$ cat config.mk
export PLATFORM = sky130hd
export DESIGN_NAME = jb_power_down_seq_flat
export DESIGN_NICKNAME = d
export VERILOG_FILES = /design/src/rtl/jb_power_down_seq_if.sv /design/src/rtl/jb_power_down_seq.sv /design/src/flat_wrapper.sv
export SDC_FILE = /design/constraint.sdc
export NUM_CORES = 1
export LEC_CHECK = 0
export BUFFER_PORTS_ARGS = -buffer_cell sky130_fd_sc_hd__buf_2
export CAP_MARGIN = 25
export CORE_ASPECT_RATIO = 0.5
export CORE_UTILIZATION = 40
export DETAILED_ROUTE_END_ITERATION = 10
export PLACE_DENSITY_LB_ADDON = 0.08
export SYNTH_ARGS = -nofsm -noshare
export SYNTH_HDL_FRONTEND = slang
export SYNTH_SLANG_ARGS = --single-unit
export TNS_END_PERCENT = 10
$ cat constraint.sdc
create_clock -name clk_15p36 -period 4.9 [get_ports clk_15p36]
set_clock_uncertainty 0.2 [all_clocks]
set_input_delay 1.225 -clock clk_15p36 [delete_from_list [all_inputs] [get_ports clk_15p36]]
set_output_delay 1.225 -clock clk_15p36 [all_outputs]
set_load 0.02 [all_outputs]
$ cat src/rtl/jb_power_down_seq_if.sv
// rtl/jb_power_down_seq_if.sv - alarm, control and shutdown-output bundle for the power-down sequencer
interface jb_power_down_seq_if #(
   parameter int NUM_ALARMS  = 4,
   parameter int DEBOUNCE_BW = 8,
   parameter int DELAY_BW    = 16
);
   logic [NUM_ALARMS-1:0]  alarm_n;
   logic [NUM_ALARMS-1:0]  alarm_enable;
   logic [DEBOUNCE_BW-1:0] debounce_cnt;
   logic [DELAY_BW-1:0]    dac_delay;
   logic [DELAY_BW-1:0]    pa_delay;
   logic                   auto_recover;
   logic                   clear;
   logic                   force_shutdown;
   logic                   psu_shutdown;
   logic                   dac_shutdown;
   logic                   pa_shutdown;
   logic [NUM_ALARMS-1:0]  alarm_latched;
   logic [1:0]             seq_state;

   modport master (
      output alarm_n, alarm_enable, debounce_cnt, dac_delay, pa_delay,
             auto_recover, clear, force_shutdown,
      input  psu_shutdown, dac_shutdown, pa_shutdown, alarm_latched, seq_state
   );

   modport slave (
      input  alarm_n, alarm_enable, debounce_cnt, dac_delay, pa_delay,
             auto_recover, clear, force_shutdown,
      output psu_shutdown, dac_shutdown, pa_shutdown, alarm_latched, seq_state
   );
endinterface

$ cat src/rtl/jb_power_down_seq.sv
// rtl/jb_power_down_seq.sv - multi-alarm debounced power-fail shutdown sequencer (PSU, then DAC, then PA)
module jb_power_down_seq #(
   parameter int NUM_ALARMS  = 4,
   parameter int DEBOUNCE_BW = 8,
   parameter int DELAY_BW    = 16
) (
   input  logic               clk_15p36,
   input  logic               reset_15p36,
   jb_power_down_seq_if.slave pd
);
   typedef enum logic [1:0] {
      ST_IDLE     = 2'd0,
      ST_TRIP     = 2'd1,
      ST_DAC_OFF  = 2'd2,
      ST_SHUTDOWN = 2'd3
   } state_t;

   logic [NUM_ALARMS-1:0]  sync1_q, sync1_d;
   logic [NUM_ALARMS-1:0]  sync2_q, sync2_d;
   logic [DEBOUNCE_BW-1:0] cnt_q [NUM_ALARMS];
   logic [DEBOUNCE_BW-1:0] cnt_d [NUM_ALARMS];
   logic [NUM_ALARMS-1:0]  latch_q, latch_d;
   logic [NUM_ALARMS-1:0]  qual;
   logic [DEBOUNCE_BW-1:0] deb_min;
   logic [DELAY_BW-1:0]    dac_min, pa_min;
   logic                   trip;

   state_t                 state_q, state_d;
   logic [DELAY_BW-1:0]    dly_cnt_q, dly_cnt_d;
   logic [DELAY_BW-1:0]    dly_lim_q, dly_lim_d;
   logic                   psu_q, psu_d;
   logic                   dac_q, dac_d;
   logic                   pa_q, pa_d;

   // Zero programmed thresholds/delays behave as one cycle.
   assign deb_min = (pd.debounce_cnt == '0) ? DEBOUNCE_BW'(1) : pd.debounce_cnt;
   assign dac_min = (pd.dac_delay == '0) ? DELAY_BW'(1) : pd.dac_delay;
   assign pa_min  = (pd.pa_delay == '0) ? DELAY_BW'(1) : pd.pa_delay;

   always_comb begin
      sync1_d = pd.alarm_n;
      sync2_d = sync1_q;
      for (int i = 0; i < NUM_ALARMS; i++) begin
         cnt_d[i] = '0;
         if (!sync2_q[i] && pd.alarm_enable[i]) begin
            cnt_d[i] = (cnt_q[i] == '1) ? cnt_q[i] : cnt_q[i] + DEBOUNCE_BW'(1);
         end
         qual[i] = (cnt_q[i] >= deb_min);
      end
      trip    = (|qual) | pd.force_shutdown;
      // A still-qualified channel keeps its bit even under clear.
      latch_d = qual | (latch_q & ~{NUM_ALARMS{pd.clear}});
   end

   always_comb begin
      state_d   = state_q;
      dly_cnt_d = dly_cnt_q + DELAY_BW'(1);
      dly_lim_d = dly_lim_q;
      case (state_q)
         ST_IDLE: begin
            dly_cnt_d = '0;
            if (trip) begin
               state_d   = ST_TRIP;
               dly_lim_d = dac_min;
            end
         end
         ST_TRIP: begin
            if (dly_cnt_q == dly_lim_q - DELAY_BW'(1)) begin
               state_d   = ST_DAC_OFF;
               dly_cnt_d = '0;
               dly_lim_d = pa_min;
            end
         end
         ST_DAC_OFF: begin
            if (dly_cnt_q == dly_lim_q - DELAY_BW'(1)) begin
               state_d   = ST_SHUTDOWN;
               dly_cnt_d = '0;
            end
         end
         ST_SHUTDOWN: begin
            dly_cnt_d = '0;
            if (!trip && (pd.auto_recover || pd.clear)) begin
               state_d = ST_IDLE;
            end
         end
         default: begin
            state_d   = ST_IDLE;
            dly_cnt_d = '0;
         end
      endcase
      psu_d = (state_d != ST_IDLE);
      dac_d = (state_d == ST_DAC_OFF) || (state_d == ST_SHUTDOWN);
      pa_d  = (state_d == ST_SHUTDOWN);
   end

   always_ff @(posedge clk_15p36 or posedge reset_15p36) begin
      if (reset_15p36) begin
         sync1_q   <= '1;
         sync2_q   <= '1;
         latch_q   <= '0;
         state_q   <= ST_IDLE;
         dly_cnt_q <= '0;
         dly_lim_q <= '0;
         psu_q     <= 1'b0;
         dac_q     <= 1'b0;
         pa_q      <= 1'b0;
         for (int i = 0; i < NUM_ALARMS; i++) begin
            cnt_q[i] <= '0;
         end
      end else begin
         sync1_q   <= sync1_d;
         sync2_q   <= sync2_d;
         latch_q   <= latch_d;
         state_q   <= state_d;
         dly_cnt_q <= dly_cnt_d;
         dly_lim_q <= dly_lim_d;
         psu_q     <= psu_d;
         dac_q     <= dac_d;
         pa_q      <= pa_d;
         for (int i = 0; i < NUM_ALARMS; i++) begin
            cnt_q[i] <= cnt_d[i];
         end
      end
   end

   assign pd.psu_shutdown  = psu_q;
   assign pd.dac_shutdown  = dac_q;
   assign pd.pa_shutdown   = pa_q;
   assign pd.alarm_latched = latch_q;
   assign pd.seq_state     = state_q;
endmodule

$ cat src/flat_wrapper.sv
// flat-port wrapper written by rule: the top's interface ports become plain ports
module jb_power_down_seq_flat 
#(
   parameter int NUM_ALARMS  = 4,
   parameter int DEBOUNCE_BW = 8,
   parameter int DELAY_BW    = 16
)
  (clk_15p36, reset_15p36, pd_alarm_n, pd_alarm_enable, pd_debounce_cnt, pd_dac_delay, pd_pa_delay, pd_auto_recover, pd_clear, pd_force_shutdown, pd_psu_shutdown, pd_dac_shutdown, pd_pa_shutdown, pd_alarm_latched, pd_seq_state);
  jb_power_down_seq_if #(.NUM_ALARMS(NUM_ALARMS), .DEBOUNCE_BW(DEBOUNCE_BW), .DELAY_BW(DELAY_BW)) pd_i ();
  input  logic clk_15p36;
  input  logic reset_15p36;
  input wire logic [$bits(pd_i.alarm_n)-1:0] pd_alarm_n;
  input wire logic [$bits(pd_i.alarm_enable)-1:0] pd_alarm_enable;
  input wire logic [$bits(pd_i.debounce_cnt)-1:0] pd_debounce_cnt;
  input wire logic [$bits(pd_i.dac_delay)-1:0] pd_dac_delay;
  input wire logic [$bits(pd_i.pa_delay)-1:0] pd_pa_delay;
  input wire logic [$bits(pd_i.auto_recover)-1:0] pd_auto_recover;
  input wire logic [$bits(pd_i.clear)-1:0] pd_clear;
  input wire logic [$bits(pd_i.force_shutdown)-1:0] pd_force_shutdown;
  output wire logic [$bits(pd_i.psu_shutdown)-1:0] pd_psu_shutdown;
  output wire logic [$bits(pd_i.dac_shutdown)-1:0] pd_dac_shutdown;
  output wire logic [$bits(pd_i.pa_shutdown)-1:0] pd_pa_shutdown;
  output wire logic [$bits(pd_i.alarm_latched)-1:0] pd_alarm_latched;
  output wire logic [$bits(pd_i.seq_state)-1:0] pd_seq_state;
  assign pd_i.alarm_n = pd_alarm_n;
  assign pd_i.alarm_enable = pd_alarm_enable;
  assign pd_i.debounce_cnt = pd_debounce_cnt;
  assign pd_i.dac_delay = pd_dac_delay;
  assign pd_i.pa_delay = pd_pa_delay;
  assign pd_i.auto_recover = pd_auto_recover;
  assign pd_i.clear = pd_clear;
  assign pd_i.force_shutdown = pd_force_shutdown;
  assign pd_psu_shutdown = pd_i.psu_shutdown;
  assign pd_dac_shutdown = pd_i.dac_shutdown;
  assign pd_pa_shutdown = pd_i.pa_shutdown;
  assign pd_alarm_latched = pd_i.alarm_latched;
  assign pd_seq_state = pd_i.seq_state;
  jb_power_down_seq #(.NUM_ALARMS(NUM_ALARMS), .DEBOUNCE_BW(DEBOUNCE_BW), .DELAY_BW(DELAY_BW)) u_core (.clk_15p36(clk_15p36), .reset_15p36(reset_15p36), .pd(pd_i));
endmodule
==> impl_metrics.prom, run 1 <==
# TYPE chip_impl_metric gauge
chip_impl_info{name="cts_tree",value="built"} 1
chip_impl_metric{name="finalSetupViolCount",unit=""} 0
chip_impl_metric{name="tightest_slew",unit="ns"} 0.828
chip_impl_metric{name="die_height",unit="µm"} 82.0
chip_impl_metric{name="post-cts-setup-buffer-count",unit=""} 0
chip_impl_info{name="r2r_start",value="u_core.dly_lim_q[0]"} 1
chip_impl_metric{name="via_count",unit=""} 3954
chip_impl_metric{name="cts.sinks",unit=""} 81
chip_impl_metric{name="layout.cells.non_filler",unit=""} 755
chip_impl_metric{name="antenna-diode-count",unit=""} 0
chip_impl_info{name="hold_path.class",value="reg -> reg"} 1
chip_impl_metric{name="post_synth_arst_share",unit=""} 1.00
chip_impl_info{name="outcome",value="complete, no violations"} 1
chip_impl_metric{name="final_layout_size_suffix_gt1_frac",unit=""} 0.205
chip_impl_metric{name="routed_wl",unit="mm"} 11.4
chip_impl_metric{name="wl_per_cell",unit="µm"} 15.1
chip_impl_metric{name="numPortBuffers",unit=""} 61
chip_impl_metric{name="hold_viol",unit=""} 0
chip_impl_info{name="slowest_stage",value="or4b_1"} 1
chip_impl_info{name="worstSetupPathType",value="in -> reg"} 1
chip_impl_info{name="critical_register_to_register_path_endpoint",value="u_core.dly_lim_q[11]"} 1
chip_impl_metric{name="synth-seq-cells",unit=""} 81
chip_impl_metric{name="remaining_design_rule_violation_count",unit=""} 0
chip_impl_metric{name="setup_slack",unit="ns"} 0.221
chip_impl_metric{name="place_hpwl",unit="mm"} 8.74
chip_impl_info{name="timing.critical_path.to",value="u_core.dly_lim_q[5]"} 1
chip_impl_metric{name="ir_drop",unit="mV"} 0.130
chip_impl_metric{name="floorplan.core_area",unit="µm²"} 12100
chip_impl_metric{name="cp.arrival",unit="ns"} 4.70
chip_impl_metric{name="reg2reg_setup_slack",unit="ns"} 1.06
chip_impl_metric{name="final.min_clock_period",unit="ns"} 4.68
chip_impl_metric{name="fmax",unit="GHz"} 0.214
chip_impl_metric{name="mappedNetlistNets",unit=""} 612
chip_impl_metric{name="grt_use_total",unit=""} 0.183
chip_impl_metric{name="worst_r2r_path_depth",unit=""} 10
chip_impl_metric{name="gp_congestion",unit=""} 0.782
chip_impl_info{name="clockRootBuffer",value="clkbuf_16"} 1
chip_impl_info{name="end_kind",value="register"} 1
chip_impl_metric{name="finalNetCount",unit=""} 680
chip_impl_info{name="worstSetupStartpointType",value="input port"} 1
chip_impl_metric{name="post_route_setup_tns",unit="ns"} 0
chip_impl_metric{name="antenna_violations_before_repair",unit=""} 0
chip_impl_metric{name="wire_length_of_the_first_global_routing_pass",unit="mm"} 18.7
chip_impl_metric{name="power_per_cell_area",unit="nW/µm²"} 253
chip_impl_info{name="grt_setup_unrepaired",value="false"} 1
chip_impl_metric{name="timing.final.crit_share",unit=""} 0.955
chip_impl_metric{name="synth_enable_flop_cells",unit=""} 0
chip_impl_metric{name="synth_warnings",unit=""} 0
chip_impl_metric{name="clock_insertion_delay_at_the_later_pin_of_the_skew_report",unit="ns"} 0.34
chip_impl_metric{name="postSynthAreaPerCell",unit="µm²"} 9.90
chip_impl_metric{name="detailedPlace.worstSlack",unit="ns"} -0.0901
chip_impl_metric{name="floorplan.initialDensity",unit=""} 0.422
chip_impl_metric{name="area_growth_syn_to_layout",unit="%"} 16.4
chip_impl_metric{name="register_area_share_after_synthesis",unit=""} 0.398
chip_impl_metric{name="clockBufferDepth",unit=""} 2
chip_impl_metric{name="largest_net_degree_at_the_start_of_global_routing",unit=""} 44
chip_impl_metric{name="detailedRoute.firstPassIterationCount",unit=""} 4
chip_impl_metric{name="first_iter_violations",unit=""} 191
chip_impl_metric{name="ant_nets",unit=""} 0
chip_impl_metric{name="yosys.cell_types.count",unit=""} 59
chip_impl_metric{name="synth_area",unit="µm²"} 5120
chip_impl_info{name="hold_start",value="u_core.sync1_q[2]"} 1
chip_impl_metric{name="dieArea",unit="µm²"} 13300
chip_impl_metric{name="post-place-cells",unit=""} 739
chip_impl_metric{name="leakage",unit="nW"} 2.84
chip_impl_metric{name="final_max_slew_viol_count",unit=""} 0
chip_impl_info{name="setup.worst_path.start",value="pd_debounce_cnt[2]"} 1
chip_impl_metric{name="grt_overflow",unit=""} 0
chip_impl_metric{name="via_count_of_the_first_global_routing_pass",unit=""} 3806
chip_impl_metric{name="numCtsBuffers",unit=""} 9
chip_impl_metric{name="critical-path-max-stage-delay",unit="ns"} 0.57
chip_impl_metric{name="max_slew_margin",unit=""} 0.441
chip_impl_metric{name="path_max_fanout",unit=""} 16
chip_impl_metric{name="critical_path_required_time",unit="ns"} 4.92
chip_impl_metric{name="viasPerCell",unit=""} 5.24
chip_impl_metric{name="fp-row-count",unit=""} 28
chip_impl_info{name="synth-main-ff-cell",value="dfrtp_1"} 1
chip_impl_metric{name="post_synth_inst_count",unit=""} 517
chip_impl_metric{name="clk_pin_slew",unit="ns"} 0.06
chip_impl_metric{name="cap_viol_max_count",unit=""} 0
chip_impl_metric{name="die_w",unit="µm"} 162
chip_impl_metric{name="htree_num_levels",unit=""} 3
chip_impl_metric{name="i_o_pins",unit=""} 62
chip_impl_info{name="critical_path_cell_list",value="buf_2, nor4_1, a41o_1, ha_1, nand2b_1, a2111oi_1, o31ai_1, or4b_1, or2_2, mux2i_1, a21oi_4, mux2_4"} 1
worst min-delay path by stage:
stage,cells after the start,endpoint
after global placement,0,u_core.sync2_q[0]
after floorplan,0,u_core.sync2_q[0]
after detailed placement,0,u_core.sync2_q[2]
final,0,u_core.sync2_q[2]
after global routing,0,u_core.sync2_q[0]
after CTS,0,u_core.sync2_q[2]
metrics by stage:
step | power, mW | util | area (µm²) | hold WS, ns
floorplan | 0.745 | - | 5120 | 0.145
global placement | 0.791 | 0.463 | 5610 | 0.146
detailed placement | 0.794 | 0.465 | 5640 | 0.148
CTS | 1.53 | 0.491 | 5960 | 0.156
global route | 1.57 | 0.491 | 5960 | 0.162
finish | 1.51 | 0.491 | 5960 | 0.156
state kept, by name (all words and copies together), names as in the netlist:
| signal | flops |
|---|---|
| u_core.sync1_q | 4 |
| u_core.pd.pa_shutdown | 1 |
| u_core.sync2_q | 4 |
| u_core.cnt_q | 32 |
| u_core.dly_lim_q | 16 |
| u_core.dly_cnt_q | 16 |
| u_core.pd.seq_state | 2 |
| u_core.pd.psu_shutdown | 1 |
| u_core.pd.alarm_latched | 4 |
| u_core.pd.dac_shutdown | 1 |
area by class of cell:
class	instances	area [µm²]
Fill cell	1194	6160
Multi-Input combinational cell	398	2920
Sequential cell	81	2040
Timing Repair Buffer	68	378
Clock buffer	13	250
Tap cell	165	206
Inverter	27	103
Clock inverter	3	65.1
cells by family after synthesis:
logic type,count (synthesis),synth area share
mux,30,0.0682
xor+xnor,48,0.0822
fa+ha+maj,42,0.103
buf+inv,38,0.0318
compound gates,80,0.116
flops,81,0.398
simple gates,198,0.201
per-layer routing:
| layer | track usage | up-vias | share of wire |
|---|---|---|---|
| li1 | - | 2000 | - |
| met1 | 0.234 | 1916 | 0.48 |
| met2 | 0.319 | 28 | 0.49 |
| met3 | 0.0389 | 10 | 0.020 |
| met4 | 0.0425 | 0 | 0.0076 |
| met5 | 0 | - | 0 |
worst max-delay path, delay by kind of cell:
| kind | cells | cell delay, ns |
|---|---|---|
| AND/OR/NAND/NOR | 4 | 1.46 |
| AO/OA/AOI/OAI | 4 | 1.07 |
| buffers and inverters | 1 | 0.11 |
| adder cells (fa/ha/maj) | 1 | 0.22 |
| multiplexers | 2 | 0.63 |
timing repair:
item | CTS | global route
hold buffers | 0 | 0
resized for setup | 0 | 1
endpoints found under the setup margin | 0 | 1
cell usage after synthesis (3+ instances only):
cell type	n	area share
a21oi_1	18	0.018
mux2_4	7	0.021
nand2b_1	9	0.011
nand3b_1	5	0.0073
nand4_1	15	0.018
buf_2	3	0.0029
mux2_2	11	0.024
xor2_1	28	0.048
nor4_1	11	0.013
o21a_1	5	0.0073
dfstp_2	8	0.041
nand3_1	19	0.019
or2_2	4	0.0049
and3_1	13	0.016
buf_1	5	0.0037
nand2_1	30	0.022
mux2i_1	12	0.023
xnor2_1	20	0.034
inv_1	26	0.019
a221o_1	3	0.0059
a211oi_1	4	0.0059
nor3_1	10	0.0098
nor2_1	60	0.044
a31oi_1	5	0.0061
a22o_1	9	0.015
o31ai_1	3	0.0044
ha_1	42	0.10
o21ai_0	13	0.013
dfrtp_1	73	0.36
a21o_1	6	0.0088
placed cells by master (no fill, tap or decap), types with 3 or more instances in the layout:
| master | Yosys | final |
|---|---|---|
| mux2_4 | 7 | 7 |
| nand3b_1 | 5 | 5 |
| mux2i_1 | 12 | 12 |
| buf_4 | 0 | 6 |
| a21oi_1 | 18 | 18 |
| dfstp_2 | 8 | 8 |
| and3_1 | 13 | 13 |
| o31ai_1 | 3 | 3 |
| dfrtp_1 | 73 | 73 |
| nand2_1 | 30 | 30 |
| or2_2 | 4 | 4 |
| a221o_1 | 3 | 3 |
| xor2_1 | 28 | 28 |
| mux2_2 | 11 | 11 |
| o21a_1 | 5 | 5 |
| ha_1 | 42 | 42 |
| buf_2 | 3 | 61 |
| nor2_1 | 60 | 60 |
| nand2b_1 | 9 | 9 |
| clkbuf_1 | 2 | 3 |
| nor3_1 | 10 | 10 |
| xnor2_1 | 20 | 20 |
| nor4_1 | 11 | 11 |
| a211oi_1 | 4 | 4 |
| nand3_1 | 19 | 19 |
| inv_1 | 26 | 25 |
| a22o_1 | 9 | 9 |
| clkbuf_16 | 0 | 9 |
| a31oi_1 | 5 | 5 |
| o21ai_0 | 13 | 13 |
| nand4_1 | 15 | 15 |
| a21o_1 | 6 | 6 |
power breakdown:
part / switching (mW) / internal, mW
registers: 0.00476 / 0.678
logic: 0.0556 / 0.0423
clock network: 0.267 / 0.460
total: 0.327 / 1.18
Power figures use the tool's default switching activity.
==> inputs of run 2 (changes only) <==
--- a/config.mk
+++ b/config.mk
@@ -5,6 +5,7 @@
 export SDC_FILE = /design/constraint.sdc
 export NUM_CORES = 1
 export LEC_CHECK = 0
+export ABC_AREA = 1
 export BUFFER_PORTS_ARGS = -buffer_cell sky130_fd_sc_hd__buf_2
 export CAP_MARGIN = 25
 export CORE_ASPECT_RATIO = 0.5
==> run 2 against run 1 <==
  * Clock power increased by 3.2%
  * Register-to-register slack better by 0.81 ns
  * Global-route usage rose by 1.3 points
  * Die area is 5.9% higher
  * Hold slack about the same
  * Cell count increased by 27%
  * Design area grew 4.5%
  * Count of clock-buffer cells in the layout shrank 3
  * Non-clock buffer count fell by 5
  * Worst setup slack gained 1.0 ns
  * Critical endpoint is now u_core.dly_lim_q[15]
  * Highest routed layer unchanged
==> impl_metrics.prom, run 2 <==
# TYPE chip_impl_metric gauge
chip_impl_metric{name="mappedNetlistNets",unit=""} 816
chip_impl_metric{name="finalSetupViolCount",unit=""} 0
chip_impl_metric{name="via_count_of_the_first_global_routing_pass",unit=""} 4587
chip_impl_info{name="critical_path.top_delay_family",value="simple AND/OR/NAND/NOR gates"} 1
chip_impl_info{name="worstHoldEndpoint",value="u_core.sync2_q[1]"} 1
chip_impl_metric{name="cp.arrival",unit="ns"} 3.67
chip_impl_metric{name="hold_viol",unit=""} 0
chip_impl_metric{name="clockBufferDepth",unit=""} 2
chip_impl_info{name="synth-main-ff-cell",value="dfrtp_1"} 1
chip_impl_metric{name="timing.final.crit_share",unit=""} 0.747
chip_impl_metric{name="register_area_share_after_synthesis",unit=""} 0.376
chip_impl_info{name="synth_area_leader_cell",value="dfrtp_1"} 1
chip_impl_metric{name="first_iter_violations",unit=""} 274
chip_impl_metric{name="wire_length_of_the_first_global_routing_pass",unit="mm"} 21.9
chip_impl_metric{name="ctsResizeCount",unit=""} 0
chip_impl_metric{name="wl_per_cell",unit="µm"} 13.2
chip_impl_metric{name="synth-seq-cells",unit=""} 81
chip_impl_info{name="synth_common_cells",value="192 x nand2_1, 87 x inv_1, 73 x dfrtp_1"} 1
chip_impl_metric{name="fmax",unit="GHz"} 0.273
chip_impl_metric{name="synth_area",unit="µm²"} 5420
chip_impl_metric{name="area_growth_syn_to_layout",unit="%"} 14.8
chip_impl_metric{name="clock_insertion_delay_at_the_later_pin_of_the_skew_report",unit="ns"} 0.35
chip_impl_metric{name="final_max_slew_viol_count",unit=""} 0
chip_impl_metric{name="synth_enable_flop_cells",unit=""} 0
chip_impl_metric{name="numCtsBuffers",unit=""} 9
chip_impl_info{name="cp_common_cell",value="nand2_1"} 1
chip_impl_metric{name="place_hpwl",unit="mm"} 9.85
chip_impl_metric{name="largest_net_degree_at_the_start_of_global_routing",unit=""} 35
chip_impl_metric{name="via_count",unit=""} 4768
chip_impl_info{name="hold_start",value="u_core.sync1_q[1]"} 1
chip_impl_info{name="r2r_start",value="u_core.dly_lim_q[0]"} 1
chip_impl_metric{name="critical_path_depth",unit=""} 16
chip_impl_metric{name="cts.sinks",unit=""} 81
chip_impl_info{name="grt_setup_unrepaired",value="false"} 1
chip_impl_metric{name="grt_overflow",unit=""} 0
chip_impl_metric{name="final_core_util",unit=""} 0.481
chip_impl_metric{name="reg2reg_setup_slack",unit="ns"} 1.87
chip_impl_metric{name="post-cts-setup-buffer-count",unit=""} 0
chip_impl_info{name="most_frequently_used_cell_type_in_the_post_synthesis_netlist",value="nand2_1"} 1
chip_impl_metric{name="max_slew_margin",unit=""} 0.361
chip_impl_metric{name="die_w",unit="µm"} 167
chip_impl_metric{name="post_route_setup_tns",unit="ns"} 0
chip_impl_metric{name="dieArea",unit="µm²"} 14100
chip_impl_metric{name="viasPerCell",unit=""} 4.96
chip_impl_metric{name="post_synth_inst_count",unit=""} 721
chip_impl_metric{name="remaining_design_rule_violation_count",unit=""} 0
chip_impl_metric{name="critical-path-max-stage-delay",unit="ns"} 0.42
chip_impl_metric{name="cts_hold_buf",unit=""} 0
chip_impl_metric{name="gp_congestion",unit=""} 0.851
chip_impl_info{name="most-common-layout-cells",value="192 x nand2_1, 86 x inv_1, 73 x dfrtp_1"} 1
chip_impl_info{name="critical_register_to_register_path_endpoint",value="u_core.dly_cnt_q[11]"} 1
chip_impl_metric{name="critical_path_required_time",unit="ns"} 4.90
chip_impl_metric{name="antenna-diode-count",unit=""} 0
chip_impl_info{name="end_kind",value="register"} 1
chip_impl_info{name="hold_path.class",value="reg -> reg"} 1
chip_impl_metric{name="htree_num_levels",unit=""} 3
chip_impl_metric{name="grt_use_total",unit=""} 0.196
chip_impl_info{name="critical_path_cell_list",value="buf_2, nor4_1, a41o_1, ha_1, nand2_1, nand3b_1, nand2_1, nand2_1, nand2_1, nand2_1, nor2_1, nand3_1, nor2_2, nor2_8, nor2_1, a21oi_1"} 1
chip_impl_info{name="outcome",value="complete, no violations"} 1
chip_impl_metric{name="post_synth_arst_share",unit=""} 1.00
chip_impl_metric{name="detailedRoute.firstPassIterationCount",unit=""} 4
chip_impl_metric{name="post-synth-top-area-fraction",unit=""} 0.337
chip_impl_info{name="slowest_stage",value="nor2_2"} 1
chip_impl_metric{name="floorplan.core_area",unit="µm²"} 13000
chip_impl_metric{name="final.min_clock_period",unit="ns"} 3.66
chip_impl_info{name="max_flop_register",value="u_core.cnt_q"} 1
chip_impl_metric{name="numPortBuffers",unit=""} 61
chip_impl_metric{name="yosys.cell_types.count",unit=""} 46
chip_impl_metric{name="finalNetCount",unit=""} 881
chip_impl_info{name="largestRegisters",value="u_core.cnt_q: 32 flops, u_core.dly_cnt_q: 16 flops, u_core.dly_lim_q: 16 flops"} 1
chip_impl_metric{name="i_o_pins",unit=""} 62
chip_impl_metric{name="ir_drop",unit="mV"} 0.208
chip_impl_metric{name="leakage",unit="nW"} 3.22
chip_impl_metric{name="hold_path_depth",unit=""} 0
chip_impl_info{name="cts_tree",value="built"} 1
chip_impl_metric{name="fp-row-count",unit=""} 29
chip_impl_metric{name="synth_warnings",unit=""} 0
chip_impl_info{name="clockRootBuffer",value="clkbuf_16"} 1
chip_impl_info{name="layout_commonest_cell",value="nand2_1"} 1
chip_impl_metric{name="tightest_slew",unit="ns"} 0.955
chip_impl_info{name="worstSetupPathType",value="in -> reg"} 1
chip_impl_metric{name="ant_nets",unit=""} 0
chip_impl_info{name="synth_area_leaders",value="dfrtp_1 34%, nand2_1 13%, ha_1 9.7%"} 1
chip_impl_metric{name="power_per_cell_area",unit="nW/µm²"} 417
chip_impl_metric{name="routed_wl",unit="mm"} 12.7
chip_impl_metric{name="clk_pin_slew",unit="ns"} 0.06
chip_impl_metric{name="path_max_fanout",unit=""} 25
chip_impl_metric{name="die_height",unit="µm"} 84.3
chip_impl_metric{name="final_layout_size_suffix_gt1_frac",unit=""} 0.157
chip_impl_metric{name="worst_r2r_path_depth",unit=""} 12
chip_impl_metric{name="critical_path.n_buffers_inverters",unit=""} 1
chip_impl_info{name="worstSetupStartpointType",value="input port"} 1
chip_impl_metric{name="largest_register_ff_count",unit=""} 32
chip_impl_metric{name="cap_viol_max_count",unit=""} 0
chip_impl_metric{name="postSynthAreaPerCell",unit="µm²"} 7.52
chip_impl_metric{name="floorplan.initialDensity",unit=""} 0.419
chip_impl_metric{name="num-fill-cells",unit=""} 1319
chip_impl_metric{name="antenna_violations_before_repair",unit=""} 0
==> run 2: changes by cell type in the layout (fill, tap and decap cells not counted), moves of 14 or more <==
cell / before / now
nand2_2: 0 / 16
inv_1: 25 / 86
o21ai_0: 13 / 32
nand3_1: 19 / 40
xor2_1: 28 / 14
nand2_1: 30 / 192
==> run 2: area by class of cell <==
cell class,count,area [µm²],area share
multi-input combinational,541,2990,0.480
inverter,90,339,0.0545
clock buffer,10,239,0.0384
sequential,81,2040,0.327
tap,170,213,0.0342
clock inverter,6,90.1,0.0145
timing repair buffer,63,320,0.0514
==> run 2: worst max-delay path by stage <==
stage	start	end	slack, ns
floorplan	reset_15p36	u_core.cnt_q[0]	1.41
global placement	pd_debounce_cnt[5]	u_core.dly_lim_q[0]	0.96
detailed placement	pd_debounce_cnt[5]	u_core.dly_lim_q[15]	0.91
CTS	pd_debounce_cnt[5]	u_core.dly_lim_q[15]	1.26
global route	pd_debounce_cnt[5]	u_core.dly_lim_q[14]	0.99
finish	pd_debounce_cnt[5]	u_core.dly_lim_q[15]	1.24
==> run 2: kinds of logic (layout without fill, tap and decap cells) <==
group | count (synthesis) | after routing | synth area share
flops | 81 | 81 | 0.376
simple gates | 388 | 388 | 0.320
mux | 1 | 1 | 0.00185
compound gates | 88 | 88 | 0.0964
xor+xnor | 22 | 22 | 0.0355
buf+inv | 99 | 169 | 0.0734
fa+ha+maj | 42 | 42 | 0.0969
==> run 2: power by group <==
group | internal, mW | switching, mW
Clock | 0.463 | 0.287
Sequential | 0.762 | 0.103
Combinational | 0.331 | 0.648
Total | 1.56 | 1.04
==> run 2: worst reg2reg max path: stages (launching register included) <==
cell and delay (ns):
dfrtp_1 0.42, inv_2 0.14, ha_1 0.24, nand2_2 0.13, nor2_4 0.19, nand2_1 0.11
nand2_1 0.07, o21ai_1 0.06, nor2_1 0.11, nand3_1 0.07, nor2_1 0.72, nor2_1 0.24
and3_1 0.22
==> run 2: layer usage <==
metal	track usage	vias to the layer above	share of wire
li1	-	2501	-
met1	0.269	2179	0.52
met2	0.316	75	0.44
met3	0.0382	13	0.035
met4	0.0522	0	0.0092
met5	0	-	0
==> run 2: through the flow <==
step	instances	hold WS, ns	cell area (µm²)	power (mW)	worst slack, ns
finish	961	0.156	6230	2.59	1.24
global route	961	0.161	6230	2.81	0.988
CTS	961	0.157	6230	2.63	1.26
detailed placement	945	0.147	5900	1.86	0.909
global placement	945	0.146	5900	1.85	0.965
floorplan	721	0.145	5420	1.65	1.41
==> inputs of run 3 (changes only) <==
==> constraint.sdc (replaced) <==
create_clock -name clk_15p36 -period 3.75 [get_ports clk_15p36]
set_clock_uncertainty 0.2 [all_clocks]
set_input_delay 0.9375 -clock clk_15p36 [delete_from_list [all_inputs] [get_ports clk_15p36]]
set_output_delay 0.9375 -clock clk_15p36 [all_outputs]
set_load 0.02 [all_outputs]
==> run 3 against run 2 <==
  * Combinational power rose by 32%
  * First-iteration DRC count shrank 17%
  * Hold slack got worse by 0.0012 ns
  * Count of clock-buffer cells in the layout grew 1
  * Critical path type unchanged
  * Register-to-register slack got worse by 0.89 ns
  * Worst setup slack got worse by 0.65 ns
  * Design area grew 0.34%
  * Clock power increased by 23%
  * Sequential share of layout area down 0.11 points
  * Global-route usage up 0.22 points
  * Routed wire length shrank 0.44%
  * Via count decreased by 0.90%
==> impl_metrics.prom, run 3 (synthesis results as in run 2) <==
# TYPE chip_impl_metric gauge
chip_impl_metric{name="antenna_violations_before_repair",unit=""} 0
chip_impl_metric{name="ant_nets",unit=""} 0
chip_impl_metric{name="numCtsBuffers",unit=""} 9
chip_impl_info{name="critical_path.top_delay_family",value="simple AND/OR/NAND/NOR gates"} 1
chip_impl_info{name="cts_tree",value="built"} 1
chip_impl_metric{name="htree_num_levels",unit=""} 3
chip_impl_metric{name="cts_hold_buf",unit=""} 0
chip_impl_metric{name="critical_path_required_time",unit="ns"} 3.76
chip_impl_info{name="max_flop_register",value="u_core.cnt_q"} 1
chip_impl_metric{name="final_max_slew_viol_count",unit=""} 0
chip_impl_metric{name="dieArea",unit="µm²"} 14100
chip_impl_metric{name="floorplan.core_area",unit="µm²"} 13000
chip_impl_metric{name="numPortBuffers",unit=""} 61
chip_impl_metric{name="remaining_design_rule_violation_count",unit=""} 0
chip_impl_metric{name="gp_congestion",unit=""} 0.846
chip_impl_metric{name="critical_path.n_buffers_inverters",unit=""} 2
chip_impl_metric{name="antenna-diode-count",unit=""} 0
chip_impl_info{name="largestRegisters",value="u_core.cnt_q: 32 flops, u_core.dly_cnt_q: 16 flops, u_core.dly_lim_q: 16 flops"} 1
chip_impl_metric{name="i_o_pins",unit=""} 62
chip_impl_metric{name="cts.sinks",unit=""} 81
chip_impl_metric{name="wire_length_of_the_first_global_routing_pass",unit="mm"} 22.3
chip_impl_info{name="end_kind",value="register"} 1
chip_impl_metric{name="fmax",unit="GHz"} 0.316
chip_impl_metric{name="clock_power_share",unit=""} 0.276
chip_impl_metric{name="final.min_clock_period",unit="ns"} 3.16
chip_impl_info{name="clockRootBuffer",value="clkbuf_16"} 1
chip_impl_metric{name="fp-row-count",unit=""} 29
chip_impl_metric{name="total_switching_power",unit="mW"} 1.35
chip_impl_metric{name="ir_drop",unit="mV"} 0.254
chip_impl_metric{name="critical-path-max-stage-delay",unit="ns"} 0.30
chip_impl_metric{name="ctsResizeCount",unit=""} 0
chip_impl_metric{name="viasPerCell",unit=""} 4.90
chip_impl_metric{name="sequentialPowerShare",unit=""} 0.337
chip_impl_metric{name="leakage",unit="nW"} 3.22
chip_impl_metric{name="cap_viol_max_count",unit=""} 0
chip_impl_info{name="cp_common_cell",value="nand2_1"} 1
chip_impl_metric{name="cp.arrival",unit="ns"} 3.17
chip_impl_info{name="outcome",value="complete, no violations"} 1
chip_impl_metric{name="clock_insertion_delay_at_the_later_pin_of_the_skew_report",unit="ns"} 0.34
chip_impl_metric{name="power.share.switching",unit=""} 0.404
chip_impl_metric{name="finalNetCount",unit=""} 884
chip_impl_metric{name="area_growth_syn_to_layout",unit="%"} 15.2
chip_impl_metric{name="via_count",unit=""} 4725
chip_impl_metric{name="final_layout_size_suffix_gt1_frac",unit=""} 0.160
chip_impl_metric{name="largest_net_degree_at_the_start_of_global_routing",unit=""} 54
chip_impl_metric{name="die_w",unit="µm"} 167
chip_impl_metric{name="finalSetupViolCount",unit=""} 0
chip_impl_metric{name="path_max_fanout",unit=""} 25
chip_impl_metric{name="power_per_cell_area",unit="nW/µm²"} 535
chip_impl_info{name="grt_setup_unrepaired",value="false"} 1
chip_impl_info{name="most-common-layout-cells",value="192 x nand2_1, 86 x inv_1, 73 x dfrtp_1"} 1
chip_impl_metric{name="wl_per_cell",unit="µm"} 13.1
chip_impl_metric{name="final_core_util",unit=""} 0.482
chip_impl_metric{name="largest_register_ff_count",unit=""} 32
chip_impl_metric{name="hold_viol",unit=""} 0
chip_impl_info{name="worstSetupStartpointType",value="input port"} 1
chip_impl_metric{name="share_comb_of_total_power",unit=""} 0.386
chip_impl_metric{name="post_route_setup_tns",unit="ns"} 0
chip_impl_metric{name="grt_overflow",unit=""} 0
chip_impl_metric{name="routed_wl",unit="mm"} 12.6
chip_impl_metric{name="max_slew_margin",unit=""} 0.639
chip_impl_info{name="slowest_stage",value="a41o_1"} 1
chip_impl_metric{name="die_height",unit="µm"} 84.3
chip_impl_metric{name="place_hpwl",unit="mm"} 9.82
chip_impl_metric{name="cellInternalPower",unit="mW"} 1.99
chip_impl_metric{name="clockBufferDepth",unit=""} 2
chip_impl_metric{name="grt_use_total",unit=""} 0.198
chip_impl_metric{name="tightest_slew",unit="ns"} 0.540
chip_impl_metric{name="first_iter_violations",unit=""} 228
chip_impl_metric{name="floorplan.initialDensity",unit=""} 0.419
chip_impl_info{name="critical_path_cell_list",value="buf_2, nor4_1, a41o_1, ha_1, nand2_1, nand3b_1, nand2_1, nand2_1, nand2_1, nand2_1, nor2_1, nand3_1, nor2_2, buf_4, nor2_8, o21ai_1, o21ai_1"} 1
chip_impl_metric{name="post-cts-setup-buffer-count",unit=""} 0
chip_impl_metric{name="clk_pin_slew",unit="ns"} 0.06
chip_impl_info{name="hold_path.class",value="reg -> reg"} 1
chip_impl_metric{name="via_count_of_the_first_global_routing_pass",unit=""} 4671
chip_impl_info{name="layout_commonest_cell",value="nand2_1"} 1
chip_impl_info{name="worstSetupPathType",value="in -> reg"} 1
chip_impl_metric{name="detailedRoute.firstPassIterationCount",unit=""} 4
chip_impl_metric{name="timing.final.crit_share",unit=""} 0.843
[run 3: stage by stage]
step / hold slack (ns) / instance area, µm² / total power, mW / worst slack [ns] / cells
CTS: 0.156 / 6250 / 3.40 / 0.577 / 964
global route: 0.159 / 6250 / 3.63 / 0.307 / 964
global placement: 0.146 / 5930 / 2.42 / 0.273 / 948
finish: 0.155 / 6250 / 3.35 / 0.589 / 964
floorplan: 0.145 / 5420 / 2.16 / 0.546 / 721
detailed placement: 0.147 / 5930 / 2.44 / 0.222 / 948
[run 3: layout make-up]
| cell class | instances | area (µm²) |
|---|---|---|
| Fill cell | 1313 | 6710 |
| Timing Repair Buffer | 66 | 355 |
| Clock inverter | 5 | 62.6 |
| Inverter | 90 | 339 |
| Multi-Input combinational cell | 541 | 2990 |
| Clock buffer | 11 | 253 |
| Sequential cell | 81 | 2040 |
| Tap cell | 170 | 213 |
[run 3: final timing paths]
check | cells after the start | slack, ns | from | endpoint
max | 17 | 0.59 | pd_debounce_cnt[5] | u_core.dly_lim_q[0]
min in group asynchronous | 2 | 0.42 | reset_15p36 | u_core.pd.dac_shutdown
min reg2reg | 0 | 0.15 | u_core.sync1_q[1] | u_core.sync2_q[1]
max reg2reg | 14 | 0.98 | u_core.dly_lim_q[0] | u_core.dly_lim_q[0]
max in group asynchronous | 3 | 2.21 | reset_15p36 | u_core.sync1_q[1]
min | 0 | 0.15 | u_core.sync1_q[1] | u_core.sync2_q[1]
[run 3: power by group through the flow]
stage | registers (mW) | logic, mW | clock network [mW]
detailed placement | 1.15 | 1.29 | 0
finish | 1.13 | 1.29 | 0.925
CTS | 1.13 | 1.30 | 0.962
global route | 1.15 | 1.49 | 0.989
floorplan | 1.12 | 1.04 | 0
global placement | 1.15 | 1.27 | 0
[run 3: routing by layer]
| layer | share of wire | GRT usage |
|---|---|---|
| met5 | 0 | 0 |
| met2 | 0.45 | 0.330 |
| met1 | 0.52 | 0.264 |
| met3 | 0.029 | 0.0429 |
| met4 | 0.0037 | 0.0438 |
